===== src/rtl/cache_line_xfer.sv =====
// ---------------------------------------------------------------------------
// cache_line_xfer
//
// Line-transfer engine that sits between the direct-mapped cache controller
// and the four-banked main memory. On request it writes back a dirty 4-word
// line (evict), fetches a 4-word line (fill), or does evict followed by fill.
// Word accesses are issued one per cycle in order k = 0..3, each waiting for
// its bank (address[2:1] == k) to be free and for the memory not to stall.
// Fill returns come back MEM_LAT cycles after issue and are written into the
// cache array at the word offset carried alongside them in a small pipeline.
//
// Ports
//   clk, rst          clock, asynchronous active-high reset
//   start_fill/evict  requests, sampled only while idle
//   fill_addr         line to fetch            (bits [2:0] ignored)
//   evict_addr        line to write back       (bits [2:0] ignored)
//   cache_offset      byte offset into the cache line ({word,1'b0})
//   cache_rd_data     cache array word at cache_offset (same cycle)
//   cache_wr_data/en  fill data written into the cache array
//   mem_addr          word address to memory
//   mem_wr_data       write data to memory
//   mem_wr / mem_rd   memory write / read issue strobes
//   mem_rd_data       memory read return data
//   mem_busy          per-bank busy, bank = address[2:1]
//   mem_stall         memory accepts no issue this cycle
//   mem_err           memory error strobe
//   busy              engine not idle
//   done              one-cycle completion pulse
//   err               with done: a memory error was seen during the transfer
// ---------------------------------------------------------------------------
module cache_line_xfer #(
    parameter int ADDR_W  = 16,
    parameter int DATA_W  = 16,
    parameter int MEM_LAT = 2
) (
    input  logic              clk,
    input  logic              rst,
    input  logic              start_fill,
    input  logic              start_evict,
    input  logic [ADDR_W-1:0] fill_addr,
    input  logic [ADDR_W-1:0] evict_addr,
    output logic [2:0]        cache_offset,
    input  logic [DATA_W-1:0] cache_rd_data,
    output logic [DATA_W-1:0] cache_wr_data,
    output logic              cache_wr_en,
    output logic [ADDR_W-1:0] mem_addr,
    output logic [DATA_W-1:0] mem_wr_data,
    output logic              mem_wr,
    output logic              mem_rd,
    input  logic [DATA_W-1:0] mem_rd_data,
    input  logic [3:0]        mem_busy,
    input  logic              mem_stall,
    input  logic              mem_err,
    output logic              busy,
    output logic              done,
    output logic              err
);

    localparam int LINE_W = ADDR_W - 3;
    // Marks the pipeline stage whose entry is being returned this cycle.
    localparam logic [MEM_LAT-1:0] HEAD_BIT = MEM_LAT'(1) << (MEM_LAT - 1);

    typedef enum logic [2:0] {
        ST_IDLE,
        ST_EVICT,
        ST_FILL,
        ST_DRAIN,
        ST_DONE
    } state_t;

    state_t                   state_q, state_d;
    logic [1:0]               k_q, k_d;
    logic [LINE_W-1:0]        fill_line_q, fill_line_d;
    logic [LINE_W-1:0]        evict_line_q, evict_line_d;
    logic                     fill_pend_q, fill_pend_d;
    logic                     err_flag_q, err_flag_d;
    logic [MEM_LAT-1:0]       pipe_vld_q, pipe_vld_d;
    logic [MEM_LAT-1:0][1:0]  pipe_idx_q, pipe_idx_d;

    logic       push;
    logic       issue_ok;
    logic       head_vld;
    logic [1:0] head_idx;
    logic       later_vld;
    logic       unused_addr_bits;

    // Low address bits select a byte/word inside the line and are regenerated
    // from k, so the latched copies drop them.
    assign unused_addr_bits = ^{fill_addr[2:0], evict_addr[2:0]};

    // Word k always lives in bank k because the bank is address[2:1].
    assign issue_ok  = !mem_stall && !mem_busy[k_q];
    assign head_vld  = pipe_vld_q[MEM_LAT-1];
    assign head_idx  = pipe_idx_q[MEM_LAT-1];
    // Any read still in flight behind the one returning this cycle.
    assign later_vld = |(pipe_vld_q & ~HEAD_BIT);

    // Return pipeline: each read issue enters stage 0 tagged with its word
    // index and reaches the last stage exactly when its data is on mem_rd_data.
    generate
        for (genvar gi = 0; gi < MEM_LAT; gi++) begin : g_pipe
            if (gi == 0) begin : g_in
                assign pipe_vld_d[gi] = push;
                assign pipe_idx_d[gi] = k_q;
            end else begin : g_shift
                assign pipe_vld_d[gi] = pipe_vld_q[gi-1];
                assign pipe_idx_d[gi] = pipe_idx_q[gi-1];
            end
        end
    endgenerate

    always_ff @(posedge clk or posedge rst) begin
        if (rst) begin
            state_q      <= ST_IDLE;
            k_q          <= 2'd0;
            fill_line_q  <= '0;
            evict_line_q <= '0;
            fill_pend_q  <= 1'b0;
            err_flag_q   <= 1'b0;
            pipe_vld_q   <= '0;
            pipe_idx_q   <= '0;
        end else begin
            state_q      <= state_d;
            k_q          <= k_d;
            fill_line_q  <= fill_line_d;
            evict_line_q <= evict_line_d;
            fill_pend_q  <= fill_pend_d;
            err_flag_q   <= err_flag_d;
            pipe_vld_q   <= pipe_vld_d;
            pipe_idx_q   <= pipe_idx_d;
        end
    end

    always_comb begin
        state_d       = state_q;
        k_d           = k_q;
        fill_line_d   = fill_line_q;
        evict_line_d  = evict_line_q;
        fill_pend_d   = fill_pend_q;
        push          = 1'b0;
        cache_offset  = 3'd0;
        cache_wr_data = '0;
        cache_wr_en   = 1'b0;
        mem_addr      = '0;
        mem_wr_data   = '0;
        mem_wr        = 1'b0;
        mem_rd        = 1'b0;
        busy          = (state_q != ST_IDLE);
        done          = 1'b0;
        err           = 1'b0;

        // Sticky over the transfer; cleared as the engine returns to idle so
        // the next transfer starts clean.
        if (state_q == ST_IDLE || state_q == ST_DONE) begin
            err_flag_d = 1'b0;
        end else begin
            err_flag_d = err_flag_q | mem_err;
        end

        case (state_q)
            ST_IDLE: begin
                k_d = 2'd0;
                if (start_evict) begin
                    evict_line_d = evict_addr[ADDR_W-1:3];
                    fill_line_d  = fill_addr[ADDR_W-1:3];
                    fill_pend_d  = start_fill;
                    state_d      = ST_EVICT;
                end else if (start_fill) begin
                    fill_line_d  = fill_addr[ADDR_W-1:3];
                    fill_pend_d  = 1'b0;
                    state_d      = ST_FILL;
                end
            end

            ST_EVICT: begin
                // Address and data stay on the bus while blocked; only the
                // strobe waits for the issue condition.
                mem_addr     = {evict_line_q, k_q, 1'b0};
                cache_offset = {k_q, 1'b0};
                mem_wr_data  = cache_rd_data;
                if (issue_ok) begin
                    mem_wr = 1'b1;
                    k_d    = k_q + 2'd1;
                    if (k_q == 2'd3) begin
                        state_d     = fill_pend_q ? ST_FILL : ST_DONE;
                        fill_pend_d = 1'b0;
                    end
                end
            end

            ST_FILL: begin
                mem_addr = {fill_line_q, k_q, 1'b0};
                if (issue_ok) begin
                    mem_rd = 1'b1;
                    push   = 1'b1;
                    k_d    = k_q + 2'd1;
                    if (k_q == 2'd3) begin
                        state_d = ST_DRAIN;
                    end
                end
            end

            ST_DRAIN: begin
                // Leave once nothing remains behind the word returning now.
                if (!later_vld) begin
                    state_d = ST_DONE;
                end
            end

            ST_DONE: begin
                done    = 1'b1;
                err     = err_flag_q;
                state_d = ST_IDLE;
            end

            default: begin
                state_d = ST_IDLE;
            end
        endcase

        // Fill returns. Evict never overlaps returns, so taking over
        // cache_offset here cannot clash with the write-back path.
        if ((state_q == ST_FILL || state_q == ST_DRAIN) && head_vld) begin
            cache_wr_en   = 1'b1;
            cache_offset  = {head_idx, 1'b0};
            cache_wr_data = mem_rd_data;
        end
    end

endmodule


===== config.mk =====
export PLATFORM = sky130hd
export DESIGN_NAME = cache_line_xfer
export DESIGN_NICKNAME = d
export VERILOG_FILES = /design/src/rtl/cache_line_xfer.sv
export SDC_FILE = /design/constraint.sdc
export NUM_CORES = 1
export LEC_CHECK = 0
export BUFFER_PORTS_ARGS = -buffer_cell sky130_fd_sc_hd__buf_2
export CAP_MARGIN = 0
export CORE_MARGIN = 4
export CORE_UTILIZATION = 35
export DETAILED_ROUTE_END_ITERATION = 10
export PLACE_DENSITY = 0.78
export SYNTH_ARGS = -nofsm -noshare
export SYNTH_HDL_FRONTEND = slang
export SYNTH_SLANG_ARGS = --single-unit

===== constraint.sdc =====
create_clock -name clk -period 1.8 [get_ports clk]
set_input_delay 0.36 -clock clk [delete_from_list [all_inputs] [get_ports clk]]
set_output_delay 0.36 -clock clk [all_outputs]
set_load 0.02 [all_outputs]

==> flow_summary.toml, run 1 <==
[status]
run_status = "finished with violations"
violations = "setup timing"

[setup_path]
crit_slowest_cell = "dfrtp_1"
crit_start = "k_q[1]"
critPathBufInv = 1
cp_top_family = "flip-flops"
crit_type = "reg2out"
worstPathArrival_ns = 1.60
critical_path.endpoint = "mem_rd"
worst_path_largest_cell_delay_ns = 0.42
r2r_end = "fill_line_q[11]"
crit_required_ns = 1.44
crit_path_end_kind = "primary output"
worstSetupStartpointType = "flop"
path_depth = 4
reg2reg_slack_ns = 0.08
reg2reg_depth = 6
cp_cell_sequence = "mux2_4, a2bb2oi_4, and2b_1, buf_6"
r2r_start = "state_q[2]"
crit_fanout = 4

[timing]
rsz0062_at_grt = "yes"
drv_slew = 0
fin_crit_ns = 1.957
relSlewSlack = 0.6575
fmax_ghz = 0.5110
fin_crit_sh = 1.087
finalHoldViolations = 0
finalSetupViolations = 49
clock_skew_ns = 0.003544
tightest_slew_ns = 0.5138
fin_ws_ns = -0.1568

[synthesis]
synthFlopType = "dfrtp_1"
synth_edf_count = 0
synth_warnings = 0
netlist_area_um2 = 2090
ys_seq_elements = 39
synth_cell_types = 35
avgSynthCellArea_um2 = 11.11
ys_seq_area_frac = 0.4671
syn_inst = 188
async_reset_ff_frac = 1.000

[power_and_ir_drop]
p_leak_nw = 1.724
finalPower_mw = 5.572
powerDensity_nw_per_um2 = 1576
irDropWorstVdd_mv = 0.9094

[global_routing]
grt_pass1_wl_um = 10490
grt-ovfl-total = 0
grt_usage = 0.1816
grt_max_degree = 40
grt_pass1_vias = 2141
antenna_found_initial = 0

[drt]
drc = 0
ant_nets = 0
routed_wl_um = 7239
via_count = 2039
vias_per_cell = 5.060
firstDrtPassIters = 4
routedWlPerCell_um = 17.96
drtIter0Drc = 54

[floorplanning]
start_util = 0.3704
die_h_um = 85.27
dieArea_um2 = 7270
core-area_um2 = 5642
pin_count = 131
rows = 27
fp.dieW_um = 85.27

[cells_and_area]
fill_cells = 428
multi_input_area_um2 = 1144
syn2layout_area_growth_pct = 69.22
antenna_cells = 0
ff_latch_area_um2 = 978.4
layout.nets = 405
layout-drive-gt1-share = 0.6707

[clock_network]
cts_tree = "built"
clk_path_buf_depth = 2
cts-buffers-inserted = 5
clock_tree.root_cell = "clkbuf_8"
insertion_delay_ns = 0.29
htreeDepth = 2
cts_num_sinks = 39
path_clk_slew_ns = 0.08
cts_hold_buf = 0

[placement]
hpwl_um = 4786
pre_cts_slack_ns = 0.05702
io_buffers = 122
gp_congestion = 0.8200

[run]
drv_cap = 0

[min_path]
hold_path_class = "in2async"
per-stage QoR:
| step | instance area [um2] | instances | hold WS, ns | setup TNS, ns | util |
|---|---|---|---|---|---|
| 2_1_floorplan | 2096 | 189 | 0.3312 | 0 | - |
| 3_3_place_gp | 2888 | 384 | 0.3325 | 0 | 0.5119 |
| 3_5_place_dp | 2888 | 384 | 0.3410 | 0 | 0.5119 |
| 4_1_cts | 3302 | 398 | 0.1960 | -1.990 | 0.5853 |
| 5_1_grt | 3536 | 403 | 0.2166 | -5.590 | 0.6267 |
| 6_report | 3536 | 403 | 0.1742 | -1.982 | 0.6267 |
cell type report:
type                    instances  share of cell area
clock inverters                 2            0.003539
multi-input cells             127              0.3234
flip-flops and latches         39              0.2767
repair buffers                149              0.3418
clock buffers                   6             0.02052
inverters                       8            0.008493
well taps                      72             0.02548
registers in the layout, summed over array words and instances, names as in the netlist:
signal        flops
err_flag_q        1
k_q               2
fill_line_q      13
pipe_vld_q        2
fill_pend_q       1
pipe_idx_d        2
evict_line_q     13
state_q           3
head_idx          2
layout by cell type (no fill, tap or decap), types with 2 or more instances in the layout:
cell / count
a2bb2oi_1: 2
o21ai_0: 5
a21oi_1: 3
nor2_1: 6
buf_12: 4
dfrtp_2: 2
buf_2: 71
mux2_2: 26
nor3_1: 5
a22o_1: 15
nor3_4: 2
dfrtp_1: 37
nor2_4: 2
buf_4: 17
clkbuf_8: 5
buf_6: 56
conb_1: 2
and2_1: 10
inv_1: 7
o21a_1: 2
and2_4: 25
tightest hold or removal path: stages:
cell and delay, ns:
buf_2 0.09, inv_1 0.04, buf_4 0.42
how the worst min path moves through the flow:
stage / start / end / slack (ns) / depth (start not counted)
2_1_floorplan: pipe_idx_d[2] / head_idx[0] / 0.33 / 0
3_3_place_gp: pipe_idx_d[2] / head_idx[0] / 0.33 / 0
3_5_place_dp: pipe_idx_d[2] / head_idx[0] / 0.34 / 0
4_1_cts: rst / head_idx[1] / 0.20 / 3
5_1_grt: rst / state_q[0] / 0.22 / 3
6_report: rst / k_q[1] / 0.17 / 3
timing repair:
| item | in CTS | in global routing |
|---|---|---|
| cloned | 1 | 2 |
| setup buffers | 5 | 3 |
| pin swaps | 2 | 20 |
| setup endpoints to repair | 52 | 53 |
| gates resized for setup | 89 | 62 |
Yosys cell counts (all sizes together), types with 3 or more instances:
library cell	n	area (um2)
a21oi	3	15.01
o21ai	5	25.02
clkbuf	3	11.26
mux2	27	307.8
a2bb2oi	3	32.53
nor3	7	40.04
nor2	9	33.78
and2	35	219.0
dfrtp	39	975.9
o21a	3	30.02
inv	8	30.03
buf	12	72.57
a22o	15	131.4
power breakdown:
| group | switching (mW) | internal (mW) |
|---|---|---|
| sequential | 0.265 | 1.29 |
| clock | 0.321 | 0.271 |
| combinational | 1.57 | 1.86 |
cells by family (layout without fill, tap and decap cells):
kind of cell	Yosys count	count (layout)	synth area share
AOI/OAI and AO/OA	36	36	0.1467
xor gates and xnor gates	1	1	0.004192
adders and majority gates	2	2	0.01078
buffers and inverters	23	165	0.05449
DFF	39	39	0.4671
muxes	28	28	0.1521
other	1	2	0.001795
and+or+nand+nor	58	58	0.1629
per-layer routing:
| metal | part of all wire | global-route usage | vias to the layer above |
|---|---|---|---|
| met4 | 0.021 | 0.06043 | 0 |
| met5 | 0 | 0 | - |
| met1 | 0.35 | 0.1854 | 975 |
| li1 | - | - | 931 |
| met3 | 0.10 | 0.04660 | 15 |
| met2 | 0.53 | 0.3531 | 118 |
No activity file was read; power rests on OpenSTA's default activity.
==> inputs of run 2 (changes only) <==
--- a/config.mk
+++ b/config.mk
@@ -8,9 +8,9 @@
 export BUFFER_PORTS_ARGS = -buffer_cell sky130_fd_sc_hd__buf_2
 export CAP_MARGIN = 0
 export CORE_MARGIN = 4
-export CORE_UTILIZATION = 35
+export CORE_UTILIZATION = 43
 export DETAILED_ROUTE_END_ITERATION = 10
-export PLACE_DENSITY = 0.78
+export PLACE_DENSITY = 0.91
 export SYNTH_ARGS = -nofsm -noshare
 export SYNTH_HDL_FRONTEND = slang
 export SYNTH_SLANG_ARGS = --single-unit
==> run 2 against run 1 <==
  * The flow still finishes with violations (setup timing)
  * Setup slack worse by 0.051 ns
  * Die area fell by 17%
  * Largest power group unchanged
  * Worst hold slack gained 0.0075 ns
  * Critical path type unchanged
  * Critical path depth increased by 2
  * Global-route usage is 4.9 points higher
  * Cell area increased by 5.9%
  * First-iteration DRC count grew to 3.3 times the previous value
  * Count of clock-buffer cells in the layout down 1
  * Clock power shrank 1%
==> flow_summary.toml, run 2 (same netlist as run 1, synthesis figures left out) <==
[status]
run_status = "finished with violations"
violations = "setup timing"

[power_and_ir_drop]
clockPowerShare = 0.096
internal_power_mw = 3.697
combPwrFrac = 0.647
irDropWorstVdd_mv = 1.044
powerDensity_nw_per_um2 = 1631
p_leak_nw = 1.821
p_switching_mw = 2.410
seq_power_share = 0.257
p_sw_frac = 0.3946

[floorplanning]
fp.dieW_um = 77.71
pin_count = 131
start_util = 0.4424
rows = 25
die_h_um = 77.71
core-area_um2 = 4723
dieArea_um2 = 6039

[timing]
finalHoldViolations = 0
fin_crit_ns = 2.008
finalSetupViolations = 53
drv_slew = 0
fmax_ghz = 0.4980
fin_ws_ns = -0.2082
final.setup.tns_ns = -6.896
whs_ns = 0.1817
clock_skew_ns = 0.007599
rsz0062_at_grt = "yes"
tightest_slew_ns = 0.5025
relSlewSlack = 0.6650
fin_crit_sh = 1.116

[drt]
drtIter0Drc = 180
firstDrtPassIters = 4
routed_wl_um = 8915
routedWlPerCell_um = 21.59
ant_nets = 0
vias_per_cell = 5.511
via_count = 2276
drc = 0

[cells_and_area]
final_cells = 413
final_cell_mix = "buf_2 (69), buf_6 (63), dfrtp_1 (35), and2_4 (33), mux2_2 (26)"
layout.nets = 420
multi_input_area_um2 = 1211
antenna_cells = 0
fill_cells = 254
layout-drive-gt1-share = 0.7283
ff_latch_area_um2 = 980.9
layout_top_registers = "evict_line_q: 13 flops, fill_line_q: 13 flops, state_q: 3 flops"
syn2layout_area_growth_pct = 79.22
finish.instance_area_um2 = 3745
layout_commonest_cell = "buf_2"

[global_routing]
grt_pass1_wl_um = 10800
grt_usage = 0.2304
grt_pass1_vias = 2311
grt-ovfl-total = 0
antenna_found_initial = 0
grt_max_degree = 40

[clock_network]
insertion_delay_ns = 0.29
path_clk_slew_ns = 0.08
cts_tree = "built"
clock_tree.root_cell = "clkbuf_8"
htreeDepth = 2
cts_num_sinks = 39
cts-buffers-inserted = 5
clk_path_buf_depth = 2

[setup_path]
worstPathArrival_ns = 1.65
crit_type = "reg2out"
crit_required_ns = 1.44
crit_fanout = 6
crit_path_end_kind = "primary output"
worstSetupStartpointType = "flop"

[min_path]
hold_path_class = "in2async"

[run]
drv_cap = 0

[placement]
dpl_cell_area_um2 = 2856
dp.cells = 379
hpwl_um = 4166
io_buffers = 122
gp_congestion = 0.7653
==> run 2: cell count changes in the layout (fill, tap and decap cells not counted), moves of 2 or more <==
cell       change
and2_4         +8
buf_4          +7
and2_1         -8
buf_6          +7
buf_2          -2
and3_4         +4
clkbuf_16      +2
dfrtp_1        -2
dfrtp_2        +2
nor3_1         -2
==> run 2: metrics by stage <==
step	power (mW)	setup slack, ns	util
floorplan	3.255	0.005824	-
global placement	4.008	0.06641	0.6048
detailed placement	4.109	0.02443	0.6048
CTS	5.418	-0.1735	0.7091
global route	6.418	-0.2433	0.7928
finish	6.107	-0.2082	0.7928
==> run 2: layout make-up <==
| cell class | instances | share of cell area |
|---|---|---|
| Multi-Input combinational cell | 130 | 0.3234 |
| Timing Repair Buffer | 161 | 0.3592 |
| Tap cell | 67 | 0.02239 |
| Inverter | 8 | 0.009355 |
| Clock buffer | 5 | 0.01838 |
| Sequential cell | 39 | 0.2619 |
| Clock inverter | 3 | 0.005346 |
==> run 2: final timing paths <==
path / start / endpoint / slack (ns) / cells after the start
max: state_q[2] / cache_offset[1] / -0.21 / 6
min: rst / pipe_vld_q[0] / 0.18 / 3
max reg2reg: k_q[1] / k_q[1] / 0.02 / 5
min reg2reg: pipe_idx_d[2] / head_idx[0] / 0.37 / 0
max in group asynchronous: rst / k_q[1] / 1.23 / 3
min in group clk: evict_addr[14] / evict_line_q[11] / 0.29 / 2
==> run 2: repair_timing <==
| action | in CTS | in global routing |
|---|---|---|
| pin swaps | 26 | 28 |
| gates cloned | 3 | 5 |
| resized for setup | 100 | 75 |
| setup endpoints to repair | 52 | 64 |
| buffers inserted | 8 | 10 |
| hold buffers | 0 | 0 |
==> run 2: power groups by stage <==
stage          Sequential (mW)  Clock (mW)  Combinational (mW)
5_1_grt                   1.62       0.654                4.15
6_report                  1.57       0.586                3.95
2_1_floorplan             1.44           0                1.81
3_5_place_dp              1.56           0                2.55
3_3_place_gp              1.52           0                2.49
4_1_cts                   1.54       0.598                3.28
==> run 2: layer usage <==
metal / GRT usage / wire [um]
met1: 0.2055 / 3052
met2: 0.4503 / 4655
met3: 0.09049 / 812
met4: 0.09253 / 394
met5: 0 / 0
==> run 2: critical path, stage by stage, from the launching register on <==
cell and delay (ns):
dfrtp_2 0.46, nand2b_4 0.18, nor2_4 0.13, buf_6 0.14, buf_6 0.12, a22o_1 0.19
buf_6 0.14
